File: config.mk
export PLATFORM = sky130hd
export DESIGN_NAME = muldiv_exe
export DESIGN_NICKNAME = d
export VERILOG_FILES = /design/src/rtl/muldiv_pkg.sv /design/src/rtl/muldiv_iter.sv /design/src/rtl/muldiv_exe.sv
export SDC_FILE = /design/constraint.sdc
export NUM_CORES = 1
export LEC_CHECK = 0
export BUFFER_PORTS_ARGS = -buffer_cell sky130_fd_sc_hd__buf_4
export CAP_MARGIN = 20
export CORE_ASPECT_RATIO = 0.6
export CORE_UTILIZATION = 30
export CTS_BUF_LIST = sky130_fd_sc_hd__clkbuf_16
export CTS_CLUSTER_DIAMETER = 40
export DETAILED_ROUTE_END_ITERATION = 8
export SETUP_SLACK_MARGIN = 0.1
export SLEW_MARGIN = 15
export SYNTH_ARGS = -nofsm -noshare
export SYNTH_HDL_FRONTEND = slang
export SYNTH_SLANG_ARGS = --single-unit
File: constraint.sdc
create_clock -name clock -period 3.3 [get_ports clock]
set_input_delay 0.825 -clock clock [delete_from_list [all_inputs] [get_ports clock]]
set_output_delay 0.825 -clock clock [all_outputs]
set_load 0.02 [all_outputs]
File: src/rtl/muldiv_pkg.sv
// Shared encodings and helpers for the iterative HI/LO multiply/divide unit.
// Divider support is enabled by defining MULDIV_DIV_EN.
package muldiv_pkg;

  localparam int unsigned XLEN       = 32;
  localparam int unsigned ITER_COUNT = 32;
  localparam int unsigned CNT_W      = 5;

  typedef enum logic [1:0] {
    OP_MULT  = 2'b00,
    OP_MULTU = 2'b01,
    OP_DIV   = 2'b10,
    OP_DIVU  = 2'b11
  } op_e;

  typedef enum logic [1:0] {
    ST_IDLE = 2'b00,
    ST_CALC = 2'b01,
    ST_FIX  = 2'b10
  } state_e;

  function automatic logic is_signed_op(input logic [1:0] op);
    return (op == OP_MULT) || (op == OP_DIV);
  endfunction

  function automatic logic is_div_op(input logic [1:0] op);
    return (op == OP_DIV) || (op == OP_DIVU);
  endfunction

  // Magnitude of x; only negates when the operation treats operands as signed.
  function automatic logic [XLEN-1:0] mag(input logic [XLEN-1:0] x, input logic sgn);
    return (sgn && x[XLEN-1]) ? (~x + 32'd1) : x;
  endfunction

endpackage

File: src/rtl/muldiv_iter.sv
// One combinational iteration: add-shift for multiply, subtract-restore for divide.
// The divide path exists only when MULDIV_DIV_EN is defined.
module muldiv_iter
  import muldiv_pkg::*;
(
`ifdef MULDIV_DIV_EN
  input  logic            i_div,
`endif
  input  logic [XLEN-1:0] i_acc,
  input  logic [XLEN-1:0] i_q,
  input  logic [XLEN-1:0] i_m,
  output logic [XLEN-1:0] o_acc,
  output logic [XLEN-1:0] o_q
);

  logic [XLEN:0] w_sum;
`ifdef MULDIV_DIV_EN
  logic [XLEN:0] w_shl;
  logic [XLEN:0] w_diff;
`endif

  always_comb begin
    // Multiply: {acc,q} holds partial product above the unconsumed multiplier bits.
    w_sum = {1'b0, i_acc} + (i_q[0] ? {1'b0, i_m} : '0);
    o_acc = w_sum[XLEN:1];
    o_q   = {w_sum[0], i_q[XLEN-1:1]};
`ifdef MULDIV_DIV_EN
    w_shl  = {i_acc, i_q[XLEN-1]};
    w_diff = w_shl - {1'b0, i_m};
    if (i_div) begin
      // Remainder stays below the divisor, so bit XLEN of the difference is the borrow.
      if (!w_diff[XLEN]) begin
        o_acc = w_diff[XLEN-1:0];
        o_q   = {i_q[XLEN-2:0], 1'b1};
      end else begin
        o_acc = w_shl[XLEN-1:0];
        o_q   = {i_q[XLEN-2:0], 1'b0};
      end
    end
`endif
  end

endmodule

File: src/rtl/muldiv_exe.sv
// Iterative HI/LO multiply/divide execute unit with MTHI/MTLO writes and cancel.
// Define MULDIV_DIV_EN to include DIV/DIVU; otherwise they complete immediately as no-ops.
module muldiv_exe
  import muldiv_pkg::*;
(
  input  logic            clock,
  input  logic            reset,
  input  logic            start,
  input  logic [1:0]      op,
  input  logic [XLEN-1:0] rs_data,
  input  logic [XLEN-1:0] rt_data,
  input  logic            cancel,
  input  logic            hi_we,
  input  logic            lo_we,
  input  logic [XLEN-1:0] wdata,
  output logic [XLEN-1:0] hi,
  output logic [XLEN-1:0] lo,
  output logic            busy,
  output logic            done
);

  state_e           r_state;
  logic [CNT_W-1:0] r_cnt;
  logic [XLEN-1:0]  r_acc;
  logic [XLEN-1:0]  r_q;
  logic [XLEN-1:0]  r_m;
  logic [XLEN-1:0]  r_hi;
  logic [XLEN-1:0]  r_lo;
  logic             r_sgn;
  logic             r_a_neg;
  logic             r_b_neg;
  logic             r_busy;
  logic             r_done;
`ifdef MULDIV_DIV_EN
  logic             r_div;
  logic             r_div0;
  logic [XLEN-1:0]  r_rs;
`endif

  logic [XLEN-1:0]   w_acc_nxt;
  logic [XLEN-1:0]   w_q_nxt;
  logic [XLEN-1:0]   w_hi_fix;
  logic [XLEN-1:0]   w_lo_fix;
  logic [2*XLEN-1:0] w_prod;
  logic              w_neg;
  logic              w_sgn;
  logic              w_launch;

  assign w_sgn = is_signed_op(op);
`ifdef MULDIV_DIV_EN
  assign w_launch = 1'b1;
`else
  assign w_launch = !is_div_op(op);
`endif

  muldiv_iter u_iter (
`ifdef MULDIV_DIV_EN
    .i_div (r_div),
`endif
    .i_acc (r_acc),
    .i_q   (r_q),
    .i_m   (r_m),
    .o_acc (w_acc_nxt),
    .o_q   (w_q_nxt)
  );

  always_comb begin
    w_prod = {r_acc, r_q};
    w_neg  = r_sgn & (r_a_neg ^ r_b_neg);
    {w_hi_fix, w_lo_fix} = w_neg ? (~w_prod + 64'd1) : w_prod;
`ifdef MULDIV_DIV_EN
    // After division acc holds the remainder magnitude and q the quotient magnitude.
    if (r_div) begin
      if (r_div0) begin
        w_hi_fix = r_rs;
        w_lo_fix = '1;
      end else begin
        w_lo_fix = w_neg ? (~r_q + 32'd1) : r_q;
        w_hi_fix = (r_sgn & r_a_neg) ? (~r_acc + 32'd1) : r_acc;
      end
    end
`endif
  end

  always_ff @(posedge clock) begin
    if (reset) begin
      r_state <= ST_IDLE;
      r_cnt   <= '0;
      r_acc   <= '0;
      r_q     <= '0;
      r_m     <= '0;
      r_hi    <= '0;
      r_lo    <= '0;
      r_sgn   <= 1'b0;
      r_a_neg <= 1'b0;
      r_b_neg <= 1'b0;
      r_busy  <= 1'b0;
      r_done  <= 1'b0;
`ifdef MULDIV_DIV_EN
      r_div   <= 1'b0;
      r_div0  <= 1'b0;
      r_rs    <= '0;
`endif
    end else begin
      r_done <= 1'b0;
      unique case (r_state)
        ST_IDLE: begin
          if (start) begin
            if (w_launch) begin
              r_acc   <= '0;
              r_q     <= mag(rs_data, w_sgn);
              r_m     <= mag(rt_data, w_sgn);
              r_sgn   <= w_sgn;
              r_a_neg <= rs_data[XLEN-1];
              r_b_neg <= rt_data[XLEN-1];
              r_cnt   <= CNT_W'(ITER_COUNT - 1);
`ifdef MULDIV_DIV_EN
              r_div   <= is_div_op(op);
              r_div0  <= (rt_data == '0);
              r_rs    <= rs_data;
`endif
              r_state <= ST_CALC;
              r_busy  <= 1'b1;
            end else begin
              r_done <= 1'b1;
            end
          end else begin
            if (hi_we) r_hi <= wdata;
            if (lo_we) r_lo <= wdata;
          end
        end
        ST_CALC: begin
          if (cancel) begin
            r_state <= ST_IDLE;
            r_busy  <= 1'b0;
          end else begin
            r_acc <= w_acc_nxt;
            r_q   <= w_q_nxt;
            if (r_cnt == '0) begin
              r_state <= ST_FIX;
            end else begin
              r_cnt <= r_cnt - CNT_W'(1);
            end
          end
        end
        ST_FIX: begin
          r_state <= ST_IDLE;
          r_busy  <= 1'b0;
          if (!cancel) begin
            r_hi   <= w_hi_fix;
            r_lo   <= w_lo_fix;
            r_done <= 1'b1;
          end
        end
        default: begin
          r_state <= ST_IDLE;
          r_busy  <= 1'b0;
        end
      endcase
    end
  end

  assign hi   = r_hi;
  assign lo   = r_lo;
  assign busy = r_busy;
  assign done = r_done;

endmodule

==> flow_summary.ini, run 1 <==
[sta]
hold_viol = 0
skew_ps = 12.4
tightest_slew_ps = 1000
tns_ps = 0
rsz0062_at_grt = true
setup_violations = 0
slew_violations = 0
slew-limit-headroom_pct = 33.0
min_period_over_period_pct = 93.2
setup_slack_ps = 224
layout_min_cycle_time_ps = 3080
fmax_mhz = 325

[synthesis]
syn_nets = 1651
yosys_warnings = 0
synth_cell_type_count = 71
ys_ff_latch = 172
synth_area_leaders = dfxtp_1, nor2_1, a21oi_1
netlist.area_leader.share_pct = 30.4
synth_top_area_cell = dfxtp_1
yosysMostFrequentCell = nor2_1
seq_area_frac_synth_pct = 30.4
async_flop_share_pct = 0
syn_inst = 1509
yosys-top-cells-count = nor2_1, dfxtp_1, a21oi_1, nand2_1, o21ai_0
synth_edf_count = 0
synth.avg_cell_area_um2 = 7.50
synth_ff_type = dfxtp_1
synthesis.area_mm2 = 0.0113

[drt]
route.met2.wl_mm = 15.7
drcViolationCount = 0
routed.top_layer = met4
via_per_inst = 5.45
via_count = 11800
wire_per_inst_um = 19.7
drt-pass1-iter-count = 5
detail_route.iter0.violations = 1194
met1_length_mm = 22.4
met3WireLength_mm = 4.01
ant_nets = 0
drt-total-wl_mm = 42.8

[cts]
clockRootBuffer = clkbuf_16
cts-buffers-inserted = 17
h-tree-depth = 4
insertion_delay_ps = 450
clock-sinks = 172
clk_pin_slew_ps = 70
post_cts_buffers = 0
clock_path_buffers = 2
cts_tree = yes

[global_routing]
grt_max_degree = 127
grt_pass1_vias = 10400
antenna_found_initial = 1
grt_pass1_wl_mm = 64.0
grt-ovfl-total = 0
grt_usage_pct = 21.7

[floorplanning]
die-area_mm2 = 0.0386
die_w_um = 253
io_pins = 170
initial_core_util_pct = 30.8
die_height_um = 152
num_rows = 54
coreArea_mm2 = 0.0368

[job]
max-cap-violations = 0

[layout]
fillers = 3950
drive_above_1_share_pct = 17.5
register_area_mm2 = 0.00344
area_growth_syn_to_layout_pct = 23.2
final_nets = 1798
multiInputGateArea_mm2 = 0.00744
stdcell_count = 2174
fin_area_mm2 = 0.0139

[worst_setup_path]
worst_ep_required_time_ps = 3690
arrival_ps = 3470
crit_fanout = 31
end_kind = register
cp-start-kind = register
critical_path_class = register to register

[min_path]
hp-class = register to register

[power]
leakage_nw = 5.49
powerDensity_mw_per_mm2 = 394
power_w = 0.00550
peakVddDrop_v = 0.000306

[place]
portBuffers = 169
place.gp.congestion = 0.954
post-place-ws_ps = 74.5
dpl.cell_count = 2140
dpl_cell_area_mm2 = 0.0133
hpwl_mm = 34.0

[outcome]
outcome = finished clean
what timing repair did:
action	in CTS	in global routing
setup endpoints to repair	0	13
hold buffers	0	0
gates resized for setup	0	6
cells in the final DEF, fill, tap and decap left out, drive strengths merged, types with 37 or more instances in the layout:
cell type and instances:
buf 224, nor2 210, dfxtp 172, a21oi 156, nand2 132, o21ai 103
xor2 79, xnor2 65, a211oi 65, ha 37
power by group:
group	internal [W]	switching, W	total, W
Combinational	0.000434	0.000682	0.00112
Sequential	0.00219	0.000108	0.00229
Clock	0.00113	0.000960	0.00209
Total	0.00375	0.00175	0.00550
cells by family after synthesis:
family | synth area share [%]
fa+ha+maj | 4.27
buf+inv | 4.27
flops | 30.4
mux | 0.265
simple gates | 23.2
xor+xnor | 11.1
compound gates | 26.4
metrics by stage:
stage,hold WS (ps),util [%]
2_1_floorplan,427,-
3_3_place_gp,437,36.3
3_5_place_dp,447,36.3
4_1_cts,458,37.9
5_1_grt,483,37.9
6_report,459,37.9
state kept, by name, summed over array words and instances, names as in the netlist:
| signal | flops |
|---|---|
| r_m | 32 |
| r_acc | 32 |
| r_q | 32 |
| r_b_neg | 1 |
| lo | 32 |
| r_sgn | 1 |
| r_a_neg | 1 |
| r_state | 2 |
| done | 1 |
| r_cnt | 5 |
| hi | 32 |
| busy | 1 |
metal layers:
| layer | vias to the layer above | GRT usage [%] |
|---|---|---|
| met2 | 481 | 26.6 |
| met1 | 5592 | 34.9 |
| met3 | 38 | 6.22 |
| met5 | - | 0 |
| li1 | 5729 | - |
| met4 | 0 | 5.45 |
path summary, 6_finish.rpt:
path / startpoint / to / slack, ps / depth (start not counted)
max reg2reg: r_q[0] / r_acc[29] / 220 / 13
max: r_q[0] / r_acc[29] / 220 / 13
min reg2reg: r_m[30] / r_m[30] / 460 / 2
min: r_m[30] / r_m[30] / 460 / 2
worst max-delay path, stage by stage, from the launching register on:
cell and delay [ps]:
dfxtp_1 390, buf_12 170, and2_1 210, ha_1 320, a21oi_1 260, o21ai_0 180
o21ai_0 320, and3_1 210, a21oi_1 70, buf_4 170, buf_4 140, a311o_1 340
o311ai_1 70, a22o_1 150
area by class of cell:
type | count | area share [%]
diodes | 1 | 0.0179
multi-input cells | 1211 | 53.3
clock inverters | 15 | 1.13
clock buffers | 17 | 3.05
flip-flops and latches | 172 | 24.7
repair buffers | 225 | 12.5
inverters | 29 | 0.780
well taps | 504 | 4.52
Power figures use the tool's default switching activity.
==> run 2: changes to the inputs <==
--- a/config.mk
+++ b/config.mk
@@ -8,7 +8,7 @@
 export BUFFER_PORTS_ARGS = -buffer_cell sky130_fd_sc_hd__buf_4
 export CAP_MARGIN = 20
 export CORE_ASPECT_RATIO = 0.6
-export CORE_UTILIZATION = 30
+export CORE_UTILIZATION = 25
 export CTS_BUF_LIST = sky130_fd_sc_hd__clkbuf_16
 export CTS_CLUSTER_DIAMETER = 40
 export DETAILED_ROUTE_END_ITERATION = 8
==> constraint.sdc (replaced) <==
create_clock -name clock -period 3.6 [get_ports clock]
set_input_delay 0.9 -clock clock [delete_from_list [all_inputs] [get_ports clock]]
set_output_delay 0.9 -clock clock [all_outputs]
set_load 0.02 [all_outputs]
==> flow_summary.ini, run 2 (same netlist as run 1, synthesis figures left out) <==
[cts]
cts_hold_buf = 0
clockRootBuffer = clkbuf_16
cts-buffers-inserted = 17
h-tree-depth = 4
clk_pin_slew_ps = 70
cts_tree = yes
clock-sinks = 172
clock_path_buffers = 2
insertion_delay_ps = 460

[drt]
drt-total-wl_mm = 43.9
wire_per_inst_um = 19.6
drcViolationCount = 0
drt-pass1-iter-count = 5
ant_nets = 0
via_count = 11700
via_per_inst = 5.24
detail_route.iter0.violations = 1037

[sta]
min_period_over_period_pct = 89.8
hold_viol = 0
skew_ps = 11.0
setup_violations = 0
tightest_slew_ps = 1050
slew-limit-headroom_pct = 30.1
whs_ps = 464
slew_violations = 0
layout_min_cycle_time_ps = 3230
fmax_mhz = 309
rsz0062_at_grt = false
tns_ps = 0

[power]
peakVddDrop_v = 0.000253
power_w = 0.00507
leakage_nw = 5.42
powerDensity_mw_per_mm2 = 364

[layout]
most-common-layout-cells = buf_4, nor2_1, dfxtp_1
area_growth_syn_to_layout_pct = 23.0
fin_area_mm2 = 0.0139
final_core_util_pct = 31.6
final_common_cell = buf_4
drive_above_1_share_pct = 16.6
final_nets = 1787

[worst_setup_path]
end_kind = register
crit_top_cell = a31oi_1
slowest_stage = dfxtp_2
crit_path_max_incr_delay_ps = 520
crit_fanout = 15
path_buf_inv = 1
critical_path_class = register to register
arrival_ps = 3600
cp-start-kind = register
crit_chain = and2_1, ha_1, inv_1, fa_1, nand2b_1, a21o_1, a31oi_1, o21ai_0, a21oi_1, a31oi_1, or3_1, a211oi_1
worst_ep_required_time_ps = 3970
crit_family = compound AO/OA/AOI/OAI gates

[floorplanning]
num_rows = 59
die_height_um = 167
die_w_um = 277
coreArea_mm2 = 0.0440
io_pins = 170
die-area_mm2 = 0.0462
initial_core_util_pct = 25.7

[place]
portBuffers = 169
dpl_cell_area_mm2 = 0.0133
place.gp.congestion = 0.932
hpwl_mm = 35.3

[min_path]
hp-class = register to register

[outcome]
outcome = finished clean

[global_routing]
grt_usage_pct = 18.6
grt_pass1_wl_mm = 65.5
antenna_found_initial = 2
grt_max_degree = 73
grt-ovfl-total = 0
grt_pass1_vias = 10600

[job]
max-cap-violations = 0
## run 2: cell count changes in the layout (fill, tap and decap cells not counted), sizes merged
cell      delta
bufinv       +1
inv          -2
clkbuf       -1
clkinv       -2
buf         -10
clkinvlp     +3
## run 2: per-layer routing
metal | vias to the layer above | global-route usage (%) | routed length, um
met5 | - | 0 | 10
met1 | 5518 | 28.3 | 22200
met3 | 30 | 4.62 | 3740
met2 | 470 | 26.0 | 17500
li1 | 5705 | - | -
met4 | 2 | 3.26 | 457
## run 2: timing repair
action | in CTS | in global routing
setup endpoints to repair | 0 | 3
setup buffers | 0 | 0
endpoints found under the hold margin | 0 | 0
resized for setup | 0 | 1
## run 2: cell type report
cell class	count	area (um^2)
flip-flops and latches	172	3440
clock buffers	17	425
inverters	29	109
repair buffers	214	1620
clock inverters	15	173
diodes	1	2.50
well taps	579	724
fillers	4687	30100
multi-input cells	1211	7420
## run 2: metrics by stage
stage | cells | setup WS [ps]
after global placement | 2204 | 346
after CTS | 2236 | 205
after floorplan | 1509 | 542
final | 2238 | 366
after detailed placement | 2204 | 216
after global routing | 2237 | 121
## run 2: final timing paths
check,from,endpoint,slack [ps],depth (start not counted)
worst max register to register,r_q[0],r_acc[31],370,12
worst max-delay path,r_q[0],r_acc[31],370,12
worst min register to register,r_m[28],r_m[28],460,2
worst min-delay path,r_m[28],r_m[28],460,2
## run 2: power breakdown
group,internal (W),switching [W]
Clock,0.00109,0.000874
Sequential,0.00200,0.000109
Combinational,0.000388,0.000604
## run 2: worst min-delay path, cell delays in order (launching register included)
cell,delay (ps)
dfxtp_1,310
nand2_1,60
a21oi_1,50
==> run 3: changes to the inputs <==
--- a/config.mk
+++ b/config.mk
@@ -16,4 +16,5 @@
 export SLEW_MARGIN = 15
 export SYNTH_ARGS = -nofsm -noshare
 export SYNTH_HDL_FRONTEND = slang
+export SYNTH_HIERARCHICAL = 1
 export SYNTH_SLANG_ARGS = --single-unit
==> flow_summary.ini, run 3 <==
[outcome]
outcome = finished, violations left
violations = DRC

[layout]
drive_above_1_share_pct = 16.9
final_nets = 1918
multiInputGateArea_mm2 = 0.00811
area_growth_syn_to_layout_pct = 21.1
register_area_mm2 = 0.00344
most-common-layout-cells = buf_4, dfxtp_1, nor2_1
final_common_cell = buf_4
stdcell_count = 2431
fillers = 5138

[cts]
post_cts_buffers = 0
cts_tree = yes
clock_path_buffers = 2
cts-buffers-inserted = 17
cts_resized = 0
clk_pin_slew_ps = 70
clock-sinks = 172
h-tree-depth = 4
clockRootBuffer = clkbuf_16
insertion_delay_ps = 460
cts_hold_buf = 0

[worst_setup_path]
reg2reg_to = r_acc[23]
r2r_slack_ps = 310
crit_path_max_incr_delay_ps = 580
crit_fanout = 31
end_kind = register
crit_family = compound AO/OA/AOI/OAI gates
cp-start-kind = register
arrival_ps = 3610
crit_chain = buf_4, and2_1, fa_1, a211oi_2, o211ai_2, a2111oi_4, nor3b_2, or4_1, o311a_1, nand3_1, a21oi_1
worst_ep_required_time_ps = 3910
r2r_cells = 11
critical_path_class = register to register
reg2reg_from = r_q[0]
path_buf_inv = 1
slowest_stage = a2111oi_4

[drt]
via_count = 13300
detail_route.iter0.violations = 1820
ant_nets = 0
drcViolationCount = 24
drt-total-wl_mm = 50.7
drt-pass1-iter-count = 8
via_per_inst = 5.48
wire_per_inst_um = 20.9

[sta]
rsz0062_at_grt = false
skew_ps = 13.7
tightest_slew_ps = 950
slew_violations = 0
fmax_mhz = 304
min_period_over_period_pct = 91.5
setup_violations = 0
tns_ps = 0
hold_viol = 0
layout_min_cycle_time_ps = 3290
slew-limit-headroom_pct = 36.1

[synthesis]
syn_nets = 1808
yosysMostFrequentCell = dfxtp_1
netlist.area_leader.share_pct = 28.0
synth_area_leaders = dfxtp_1, a21oi_1, nor2_1
ys_ff_latch = 172
synth_top_area_cell = dfxtp_1
seq_area_frac_synth_pct = 28.0
syn_inst = 1667
synth_ff_type = dfxtp_1
synth.avg_cell_area_um2 = 7.37
yosys-top-cells-count = dfxtp_1, nor2_1, nand2_1, a21oi_1, o21ai_0
synthesis.area_mm2 = 0.0123
synth_cell_type_count = 75
async_flop_share_pct = 0
yosys_warnings = 6
synth_edf_count = 0

[place]
portBuffers = 169
place.gp.congestion = 0.982
hpwl_mm = 40.4
dpl.cell_count = 2398

[power]
power_w = 0.00539
p_int_w = 0.00359
power.share.switching_pct = 33.3
switchingPower_w = 0.00180
leakage_nw = 5.71
peakVddDrop_v = 0.000286
clkPwrFrac_pct = 36.7
combPwrFrac_pct = 23.3
powerDensity_mw_per_mm2 = 362
power_frac_seq_pct = 40.0

[min_path]
hp-class = register to register
holdPathEnd = lo[23]
holdPathStages = 2
holdCritStartpoint = lo[23]

[floorplanning]
die_height_um = 174
num_rows = 62
coreArea_mm2 = 0.0482
die-area_mm2 = 0.0501
initial_core_util_pct = 25.5
io_pins = 170
die_w_um = 288

[global_routing]
antenna_found_initial = 2
grt_max_degree = 61
grt_usage_pct = 20.0
grt-ovfl-total = 0
grt_pass1_wl_mm = 75.8
grt_pass1_vias = 11900

[job]
max-cap-violations = 0
[run 3: changes by cell type in the layout (fill, tap and decap cells not counted), moves of 19 or more]
cell | previous run | this run
nand3_1 | 23 | 76
nor2_1 | 208 | 166
xor2_1 | 79 | 40
nor3_1 | 27 | 61
nand2_1 | 132 | 154
a22oi_1 | 21 | 1
buf_4 | 213 | 232
[run 3: worst reg2reg max path: stages, from the launching register on]
cell and delay [ps]:
dfxtp_1 320, buf_4 200, and2_1 190, fa_1 470
a211oi_2 330, o211ai_2 180, a2111oi_4 580, nor3b_2 180
or4_1 430, o311a_1 140, nand3_1 70, a21oi_1 70
[run 3: worst max path at each step]
stage               depth (start not counted)  slack, ps   endpoint   start
detailed placement                         11        420  r_acc[23]  r_q[0]
global placement                           11        370  r_acc[27]  r_q[0]
floorplan                                  12        570  r_acc[23]  r_q[0]
global route                               11        120  r_acc[27]  r_q[0]
finish                                     11        310  r_acc[23]  r_q[0]
CTS                                        11        360  r_acc[23]  r_q[0]
[run 3: cells by family (layout without fill, tap and decap cells)]
kind of cell / Yosys count / in the layout / share of synthesized area (%)
buffers and inverters: 173 / 296 / 6.30
and+or+nand+nor: 657 / 657 / 26.3
DFF: 172 / 172 / 28.0
muxes: 8 / 8 / 0.662
other: 0 / 1 / 0
adders and majority gates: 37 / 37 / 3.83
AOI/OAI and AO/OA: 508 / 508 / 26.9
xor gates and xnor gates: 112 / 112 / 7.98
[run 3: power by group through the flow]
stage               registers [W]  clock network, W  logic [W]
global route              0.00216           0.00210    0.00135
CTS                       0.00215           0.00202    0.00123
global placement          0.00219                 0    0.00122
finish                    0.00215           0.00198    0.00126
floorplan                 0.00219                 0   0.000687
detailed placement        0.00219                 0    0.00123
[run 3: through the flow]
stage / util (%) / instance area [um^2] / hold slack [ps] / setup slack (ps)
after floorplan: - / 12300 / 427 / 574
after global placement: 29.6 / 14300 / 443 / 370
after detailed placement: 29.6 / 14300 / 450 / 418
after CTS: 30.9 / 14900 / 461 / 357
after global routing: 30.9 / 14900 / 478 / 121
final: 30.9 / 14900 / 456 / 305
[run 3: final cells by class]
| class | instances | share of cell area, % |
|---|---|---|
| Tap cell | 640 | 5.38 |
| Inverter | 29 | 0.732 |
| Antenna cell | 1 | 0.0168 |
| Clock inverter | 15 | 1.23 |
| Timing Repair Buffer | 235 | 12.1 |
| Multi-Input combinational cell | 1322 | 54.5 |
| Clock buffer | 17 | 2.86 |
| Sequential cell | 172 | 23.1 |
[run 3: metal layers]
metal / up-vias / global-route usage (%) / routed length, um
met4: 4 / 4.59 / 767
met1: 6327 / 31.7 / 25400
met5: - / 1.73 / 129
li1: 6323 / - / -
met2: 619 / 23.9 / 18300
met3: 50 / 7.20 / 6120
